## src/rtl/up_counter_pkg.sv

```systemverilog
// Shared constants for the up_counter reference block.
// Holds the default and legal range of the count width.
package up_counter_pkg;

    localparam int DEFAULT_SIZE = 5;
    localparam int MIN_SIZE     = 1;
    localparam int MAX_SIZE     = 32;

endpackage : up_counter_pkg

```

## src/rtl/up_counter.sv

```systemverilog
// Free-running binary up-counter that wraps modulo 2^Size.
// Synchronous active-low reset clears it; count comes straight from the register.
module up_counter
    import up_counter_pkg::*;
#(
    parameter int Size = DEFAULT_SIZE
) (
    input  logic            clock,
    input  logic            reset,
    output logic [Size-1:0] count
);

    logic [Size-1:0] r_count;
    logic [Size-1:0] w_next;

    // Carry out of the MSB is dropped, which gives the wrap from all-ones to zero.
    assign w_next = r_count + Size'(1);

    always_ff @(posedge clock) begin
        if (!reset) begin
            r_count <= '0;
        end else begin
            r_count <= w_next;
        end
    end

    assign count = r_count;

endmodule : up_counter

```

## config.mk

```make
export PLATFORM = sky130hd
export DESIGN_NAME = up_counter
export DESIGN_NICKNAME = d
export VERILOG_FILES = /design/src/rtl/up_counter_pkg.sv /design/src/rtl/up_counter.sv
export SDC_FILE = /design/constraint.sdc
export NUM_CORES = 1
export LEC_CHECK = 0
export ABC_AREA = 1
export CAP_MARGIN = 25
export CORE_AREA = 4 4 41 43
export DETAILED_ROUTE_END_ITERATION = 8
export DIE_AREA = 0 0 45 47
export PLACE_DENSITY_LB_ADDON = 0.2
export RECOVER_POWER = 50
export SYNTH_ARGS = -nofsm -noshare
export SYNTH_HDL_FRONTEND = slang
export SYNTH_SLANG_ARGS = --single-unit
```

## constraint.sdc

```tcl
create_clock -name clock -period 0.9 [get_ports clock]
set_clock_uncertainty 0.05 [all_clocks]
set_input_delay 0.225 -clock clock [delete_from_list [all_inputs] [get_ports clock]]
set_output_delay 0.225 -clock clock [all_outputs]
set_load 0.02 [all_outputs]
```

==> results.sh, run 1 <==
export IMPL_instances_no_fill=56
export IMPL_rr_startpoint="count[0]"
export IMPL_wl_per_cell_um=8.38
export IMPL_outcome="finished with violations"
export IMPL_switching_share=0.242
export IMPL_drtAntennaViolNets=0
export IMPL_cts_tree="built"
export IMPL_syn2layout_area_growth_pct=105
export IMPL_clkPwrFrac=0.414
export IMPL_max_freq_mhz=1020
export IMPL_met2_length_um=238
export IMPL_dp_cells=50
export IMPL_synthTopCellsByArea="dfxtp_1, nand2_1, inv_1, nor2_1, ha_1"
export IMPL_period_needed_ns=0.980
export IMPL_p_int_w=0.000471
export IMPL_path_buf_inv=1
export IMPL_peakVddDrop_mv=0.597
export IMPL_layout_commonest_cell="buf_6"
export IMPL_drv_cap=0
export IMPL_initial_core_util=0.152
export IMPL_die_area_um2=2120
export IMPL_relSlewSlack=0.908
export IMPL_first_global_vias=208
export IMPL_ys_ff_latch=5
export IMPL_wl_um=469
export IMPL_root_buffer="clkbuf_4"
export IMPL_wl_met1_um=198
export IMPL_top_layer_used="met3"
export IMPL_worst_path_stages=1
export IMPL_critPathMaxFanout=2
export IMPL_ys_types=10
export IMPL_track_usage=0.0593
export IMPL_largest_reg_flops=5
export IMPL_fp_row_count=13
export IMPL_r2r_end="count[2]"
export IMPL_dp_hpwl_um=311
export IMPL_place_congestion=0.664
export IMPL_violations="negative setup slack"
export IMPL_rsz0062_at_grt="yes"
export IMPL_nets=45
export IMPL_finalWorstSetupSlack_ns=-0.0801
export IMPL_max_stage_delay_ns=0.34
export IMPL_grt_overflow_total=0
export IMPL_cp_endpoint="count[0]"
export IMPL_antenna_found_initial=0
export IMPL_syn_num_nets=27
export IMPL_cp_slowest_cell="dfxtp_4"
export IMPL_ys_warn_count=0
export IMPL_min_delay_path_class="in2reg"
export IMPL_path_clk_slew_ns=0.05
export IMPL_die_y_um=47
export IMPL_htree_levels=1
export IMPL_end_kind="output pin"
export IMPL_synth_cells=24
export IMPL_seq_power_share=0.392
export IMPL_worst_pin_slew_ns=0.138
export IMPL_power_leakage_nw=0.186
export IMPL_synth_area_per_cell_um2=8.24
export IMPL_synth_top_area_share=0.506
export IMPL_r2r_setup_slack_ns=-0.07
export IMPL_postCtsHoldBufs=0
export IMPL_grt_pass1_wl_um=807
export IMPL_drive_gt1_frac=0.610
export IMPL_synthesis_area_um2=198
export IMPL_cts_made_buffers=3
export IMPL_drt_iter0_markers=3
export IMPL_cp_required_ns=0.62
export IMPL_crit_start="count[0]"
export IMPL_critPathTopFamily="flip-flops"
export IMPL_worst_skew_pair_late_latency_ns=0.24
export IMPL_slew_viol_final=0
export IMPL_drcViolationCount=0
export IMPL_vias_per_cell=3.66
export IMPL_grt_max_degree=5
export IMPL_io_pins=7
export IMPL_vias=205
export IMPL_post_route_period_util=1.09
export IMPL_crit_chain="buf_6"
export IMPL_hold_violations=0
export IMPL_powerDensity_nw_per_um2=1530
export IMPL_rr_worst_depth=4
export IMPL_wl_met3_um=32
export IMPL_synth_largest_area_cell="dfxtp_1"
export IMPL_diodes=0
export IMPL_worstPathArrival_ns=0.71
export IMPL_hold_ws_ns=0.512
export IMPL_yosysSeqAreaShare=0.506
export IMPL_startpoint_type="flop"
export IMPL_ctsLongestPathBuffers=2
export IMPL_crit_type="reg2out"
export IMPL_place_port_buffers=6
export IMPL_final_cell_mix="buf_6, nand2_1, buf_4"
export IMPL_p_switching_w=0.000151
export IMPL_combPwrFrac=0.195
export IMPL_coreArea_um2=1300
export IMPL_finalSetupViolCount=9
export IMPL_cts_sinks=5
export IMPL_die_w_um=45
export IMPL_drtPass1Iterations=2
[logic make-up after synthesis]
| kind of cell | count (synthesis) | synth area share |
|---|---|---|
| XOR/XNOR | 1 | 0.0443 |
| adder cells (fa/ha/maj) | 1 | 0.0633 |
| buffers and inverters | 4 | 0.0759 |
| flip-flops | 5 | 0.506 |
| AND/OR/NAND/NOR | 13 | 0.310 |
[cells in the mapped netlist]
library cell,count
dfxtp_1,5
nand2_1,5
inv_1,4
nor2_1,4
ha_1,1
nand3_1,1
nand3_2,1
nand4_1,1
nor2_2,1
xnor2_1,1
[layer usage]
metal  up-vias  track usage
li1        109            -
met1        90       0.0548
met2         6       0.0932
met3         0       0.0230
met4         0       0.0702
met5         -            0
[worst min-delay path by stage]
stage	start	endpoint	slack, ns	cells after the start
3_3_place_gp	count[0]	count[0]	0.48	2
2_1_floorplan	reset	count[1]	0.27	2
4_1_cts	reset	count[1]	0.51	3
5_1_grt	reset	count[1]	0.54	3
6_report	reset	count[1]	0.51	3
3_5_place_dp	count[0]	count[0]	0.48	2
[power by group through the flow]
stage	clock (W)	sequential [W]	combinational, W
6_report	0.000257	0.000244	0.000121
3_3_place_gp	0	0.000243	0.0000954
5_1_grt	0.000290	0.000245	0.000131
4_1_cts	0.000271	0.000244	0.000122
2_1_floorplan	0	0.000268	0.0000213
3_5_place_dp	0	0.000243	0.0000952
[what timing repair did]
item / 4_1_cts / 5_1_grt
setup buffers: 2 / 0
hold endpoints to repair: 0 / 0
pin swaps: 5 / 2
endpoints found under the setup margin: 8 / 9
resized for setup: 37 / 0
[final cells by class]
type	instances	area (µm²)
Multi-Input combinational cell	15	108
Timing Repair Buffer	13	126
Clock buffer	4	26.3
Sequential cell	5	111
Inverter	4	15.0
Fill cell	142	896
Tap cell	15	18.8
[stage by stage]
stage,setup TNS [ns],setup WS (ns),util,total power [W],area (µm²)
6_report,-0.506,-0.0801,0.312,0.000622,405
5_1_grt,-0.838,-0.114,0.312,0.000666,405
4_1_cts,-0.566,-0.0916,0.312,0.000637,405
3_5_place_dp,-1.94,-0.316,0.257,0.000338,334
3_3_place_gp,-1.95,-0.304,0.257,0.000338,334
2_1_floorplan,0,0.00179,-,0.000289,218
No activity file was read; power rests on OpenSTA's default activity.
==> inputs of run 2 (changes only) <==
Settings changed: SETUP_SLACK_MARGIN set to 0.2.
==> results.sh, run 2 (synthesis results as in run 1) <==
export IMPL_outcome="finished with violations"
export IMPL_violations="negative setup slack"
export IMPL_final_cell_mix="buf_6, buf_4, nor2_1, nand2_1"
export IMPL_cp_required_ns=0.62
export IMPL_cp_slowest_cell="dfxtp_4"
export IMPL_grtUsageMet3=0.0766
export IMPL_nets=46
export IMPL_cts_sinks=5
export IMPL_cts_made_buffers=3
export IMPL_finalWorstSetupSlack_ns=-0.0789
export IMPL_fin_util=0.323
export IMPL_grt_max_degree=5
export IMPL_worst_pin_slew_ns=0.123
export IMPL_finalSetupViolCount=9
export IMPL_hold_ws_ns=0.316
export IMPL_rsz0062_at_grt="yes"
export IMPL_max_stage_delay_ns=0.34
export IMPL_first_global_vias=217
export IMPL_dp_cells=50
export IMPL_end_kind="output pin"
export IMPL_vias=201
export IMPL_drtPass1Iterations=1
export IMPL_r2r_setup_slack_ns=-0.07
export IMPL_nFillCells=145
export IMPL_post_place_ws_ns=-0.294
export IMPL_track_usage=0.0657
export IMPL_met2_usage=0.0904
export IMPL_max_freq_mhz=1020
export IMPL_path_buf_inv=1
export IMPL_grt_pass1_wl_um=848
export IMPL_wl_um=477
export IMPL_critPathTopFamily="flip-flops"
export IMPL_postCtsHoldBufs=0
export IMPL_critPathMaxFanout=2
export IMPL_coreArea_um2=1300
export IMPL_peakVddDrop_mv=0.967
export IMPL_slew_viol_final=0
export IMPL_grtUsageMet1=0.0502
export IMPL_post_route_period_util=1.09
export IMPL_place_port_buffers=6
export IMPL_vias_per_cell=3.53
export IMPL_antenna_found_initial=0
export IMPL_hold_violations=0
export IMPL_path_clk_slew_ns=0.04
export IMPL_diodes=0
export IMPL_drive_gt1_frac=0.667
export IMPL_clkPwrFrac=0.411
export IMPL_place_congestion=0.670
export IMPL_period_needed_ns=0.979
export IMPL_grt_overflow_total=0
export IMPL_crit_type="reg2out"
export IMPL_r2r_end="count[4]"
export IMPL_power_total_w=0.000635
export IMPL_holdPathEnd="count[1]"
export IMPL_largest_reg_flops=5
export IMPL_syn2layout_area_growth_pct=113
export IMPL_ctsLongestPathBuffers=2
export IMPL_die_w_um=45
export IMPL_switching_share=0.248
export IMPL_die_y_um=47
export IMPL_worstPathArrival_ns=0.70
export IMPL_min_delay_path_class="in2reg"
export IMPL_drv_cap=0
export IMPL_busiest_layer="met2"
export IMPL_powerDensity_nw_per_um2=1510
export IMPL_hold_path_cell_count=3
export IMPL_startpoint_type="flop"
export IMPL_power_leakage_nw=0.190
export IMPL_crit_chain="buf_6"
export IMPL_instances_no_fill=57
export IMPL_io_pins=7
export IMPL_initial_core_util=0.152
export IMPL_rr_startpoint="count[0]"
export IMPL_worst_skew_pair_late_latency_ns=0.24
export IMPL_root_buffer="clkbuf_4"
export IMPL_holdCritStartpoint="reset"
export IMPL_die_area_um2=2120
export IMPL_drcViolationCount=0
export IMPL_layout_commonest_cell="buf_6"
export IMPL_relSlewSlack=0.918
export IMPL_drtAntennaViolNets=0
export IMPL_seq_power_share=0.381
export IMPL_worst_path_stages=1
export IMPL_combPwrFrac=0.209
export IMPL_drt_iter0_markers=0
export IMPL_cts_tree="built"
export IMPL_p_switching_w=0.000158
export IMPL_htree_levels=1
export IMPL_p_int_w=0.000478
export IMPL_rr_worst_depth=6
export IMPL_dp_hpwl_um=330
export IMPL_fp_row_count=13
export IMPL_wl_per_cell_um=8.37
[run 2: cell types whose count changed in the layout (fill, tap and decap cells not counted)]
cell	delta
nand2_1	-1
nand2_2	+1
inv_1	-1
dfxtp_4	+1
buf_6	+1
inv_2	+1
clkdlybuf4s50_1	-1
dfxtp_2	-1
dlygate4sd2_1	+1
[run 2: worst max path at each step]
stage,start,endpoint,slack (ns)
3_3_place_gp,count[1],count[1],-0.30
5_1_grt,count[1],count[1],-0.12
4_1_cts,count[0],count[0],-0.09
3_5_place_dp,count[0],count[0],-0.29
6_report,count[1],count[1],-0.08
2_1_floorplan,count[0],count[4],0.01
[run 2: area by class of cell]
| class | instances | area [µm²] | area share |
|---|---|---|---|
| tap | 15 | 18.8 | 0.0446 |
| clock buffer | 4 | 26.3 | 0.0625 |
| inverter | 4 | 15.0 | 0.0357 |
| sequential | 5 | 114 | 0.271 |
| multi-input combinational | 15 | 110 | 0.262 |
| timing repair buffer | 14 | 136 | 0.324 |
[run 2: tightest hold or removal path: cells and delay by family]
kind,cells,cell delay (ns)
AND/OR/NAND/NOR,1,0.07
buffers and inverters,2,0.28
[run 2: per-stage QoR]
step	TNS [ns]	area, µm²
floorplan	0	223
global placement	-2.03	339
CTS	-0.558	408
global route	-0.875	420
detailed placement	-2.03	339
finish	-0.493	420
[run 2: routing by layer]
| layer | share of wire | up-vias |
|---|---|---|
| met5 | 0 | - |
| met4 | 0.031 | 0 |
| met3 | 0.14 | 4 |
| met2 | 0.48 | 8 |
| met1 | 0.35 | 80 |
| li1 | - | 109 |
[run 2: timing repair]
action | CTS | global route
setup endpoints to repair | 10 | 10
buffers inserted | 1 | 2
gates resized for setup | 39 | 1
pin swaps | 6 | 5
hold endpoints to repair | 0 | 0
[run 2: power by group through the flow]
stage	sequential, W	clock [W]	combinational (W)
6_report	0.000242	0.000261	0.000132
5_1_grt	0.000244	0.000305	0.000142
4_1_cts	0.000242	0.000274	0.000124
3_5_place_dp	0.000242	0	0.0000985
3_3_place_gp	0.000242	0	0.0000953
2_1_floorplan	0.000267	0	0.0000212
==> inputs of run 3 (changes only) <==
Settings changed: RECOVER_POWER 50 to 25.
Clock period 0.9 ns to 1.1 ns, I/O delays scaled along.
==> results.sh, run 3 (synthesis results as in run 1) <==
export IMPL_worstPathArrival_ns=0.70
export IMPL_htree_levels=1
export IMPL_drive_gt1_frac=0.641
export IMPL_worst_skew_pair_late_latency_ns=0.24
export IMPL_startpoint_type="flop"
export IMPL_io_pins=7
export IMPL_nets=43
export IMPL_drtPass1Iterations=2
export IMPL_slew_viol_final=0
export IMPL_p_int_w=0.000382
export IMPL_post_route_period_util=0.934
export IMPL_clkPwrFrac=0.415
export IMPL_outcome="completed"
export IMPL_final_cell_mix="buf_6, nor2_1, nand2_1"
export IMPL_cts_tree="built"
export IMPL_hold_path_cell_count=2
export IMPL_min_delay_path_class="reg2reg"
export IMPL_antenna_found_initial=0
export IMPL_finalSetupViolCount=0
export IMPL_switching_share=0.244
export IMPL_path_buf_inv=1
export IMPL_drcViolationCount=0
export IMPL_wl_per_cell_um=8.85
export IMPL_critPathTopFamily="flip-flops"
export IMPL_layout_commonest_cell="buf_6"
export IMPL_r2r_setup_slack_ns=0.10
export IMPL_crit_chain="buf_6"
export IMPL_powerDensity_nw_per_um2=1270
export IMPL_grt_overflow_total=0
export IMPL_worst_pin_slew_ns=0.138
export IMPL_crit_start="count[0]"
export IMPL_rsz0062_at_grt="yes"
export IMPL_first_global_vias=211
export IMPL_crit_type="reg2out"
export IMPL_vias=201
export IMPL_dp_hpwl_um=311
export IMPL_drv_cap=0
export IMPL_instances_no_fill=54
export IMPL_rr_worst_depth=6
export IMPL_track_usage=0.0618
export IMPL_cp_endpoint="count[0]"
export IMPL_grt_max_degree=5
export IMPL_relSlewSlack=0.908
export IMPL_max_stage_delay_ns=0.34
export IMPL_hold_violations=0
export IMPL_power_leakage_nw=0.175
export IMPL_fp_row_count=13
export IMPL_post_cts_buffers=0
export IMPL_seq_power_share=0.395
export IMPL_root_buffer="clkbuf_4"
export IMPL_dp_cells=50
export IMPL_grt_pass1_wl_um=834
export IMPL_worst_path_stages=1
export IMPL_die_y_um=47
export IMPL_rr_startpoint="count[0]"
export IMPL_cp_slowest_cell="dfxtp_4"
export IMPL_vias_per_cell=3.72
export IMPL_path_clk_slew_ns=0.04
export IMPL_ctsLongestPathBuffers=2
export IMPL_initial_core_util=0.152
export IMPL_cts_sinks=5
export IMPL_post_place_ws_ns=-0.166
export IMPL_diodes=0
export IMPL_die_area_um2=2120
export IMPL_coreArea_um2=1300
export IMPL_critPathMaxFanout=2
export IMPL_period_needed_ns=1.03
export IMPL_r2r_end="count[4]"
export IMPL_cp_required_ns=0.77
export IMPL_combPwrFrac=0.190
export IMPL_place_port_buffers=6
export IMPL_p_switching_w=0.000123
export IMPL_syn2layout_area_growth_pct=101
export IMPL_drt_iter0_markers=2
export IMPL_place_congestion=0.664
export IMPL_peakVddDrop_mv=0.416
export IMPL_die_w_um=45
export IMPL_largest_reg_flops=5
export IMPL_wl_um=478
export IMPL_drtAntennaViolNets=0
export IMPL_cts_made_buffers=3
export IMPL_finalWorstSetupSlack_ns=0.0725
export IMPL_end_kind="output pin"
export IMPL_max_freq_mhz=973
## run 3: changes by cell type in the layout (fill, tap and decap cells not counted), sizes merged
cell,previous run,this run
dlygate4sd3,0,1
dlygate4sd2,1,0
buf,13,10
## run 3: how the worst min path moves through the flow
stage / from / slack (ns) / to
3_5_place_dp: count[0] / 0.48 / count[0]
6_report: count[0] / 0.48 / count[0]
4_1_cts: count[0] / 0.51 / count[0]
5_1_grt: count[0] / 0.50 / count[0]
2_1_floorplan: reset / 0.32 / count[1]
3_3_place_gp: count[0] / 0.48 / count[0]
## run 3: through the flow
step	instance area, µm²	hold slack (ns)	setup TNS [ns]	power [W]	utilization
3_5_place_dp	334	0.482	-0.718	0.000277	0.257
6_report	397	0.484	0	0.000505	0.305
4_1_cts	382	0.507	0	0.000509	0.293
2_1_floorplan	218	0.318	0	0.000237	-
3_3_place_gp	334	0.479	-0.717	0.000277	0.257
5_1_grt	397	0.504	0	0.000540	0.305
## run 3: metal layers
metal / GRT usage / routed length (µm) / vias to the layer above
met4: 0.0702 / 0 / 0
li1: - / - / 105
met1: 0.0549 / 191 / 90
met5: 0 / 0 / -
met3: 0.0230 / 32 / 0
met2: 0.102 / 253 / 6
## run 3: final cells by class
cell class	count	area, µm²
sequential	5	111
timing repair buffer	11	115
clock buffer	4	26.3
inverter	4	15.0
multi-input combinational	15	110
tap	15	18.8
fill	143	905
## run 3: power groups by stage
stage | sequential (W) | clock, W | combinational, W
final | 0.000200 | 0.000210 | 0.0000960
after global routing | 0.000201 | 0.000236 | 0.000103
after CTS | 0.000199 | 0.000222 | 0.0000887
after detailed placement | 0.000199 | 0 | 0.0000779
after global placement | 0.000199 | 0 | 0.0000780
after floorplan | 0.000219 | 0 | 0.0000174
## run 3: timing repair
item,4_1_cts,5_1_grt
endpoints found under the setup margin,8,9
cloned,0,0
gates resized for setup,35,5
pin swaps,1,2
hold buffers,0,0
hold endpoints to repair,0,0
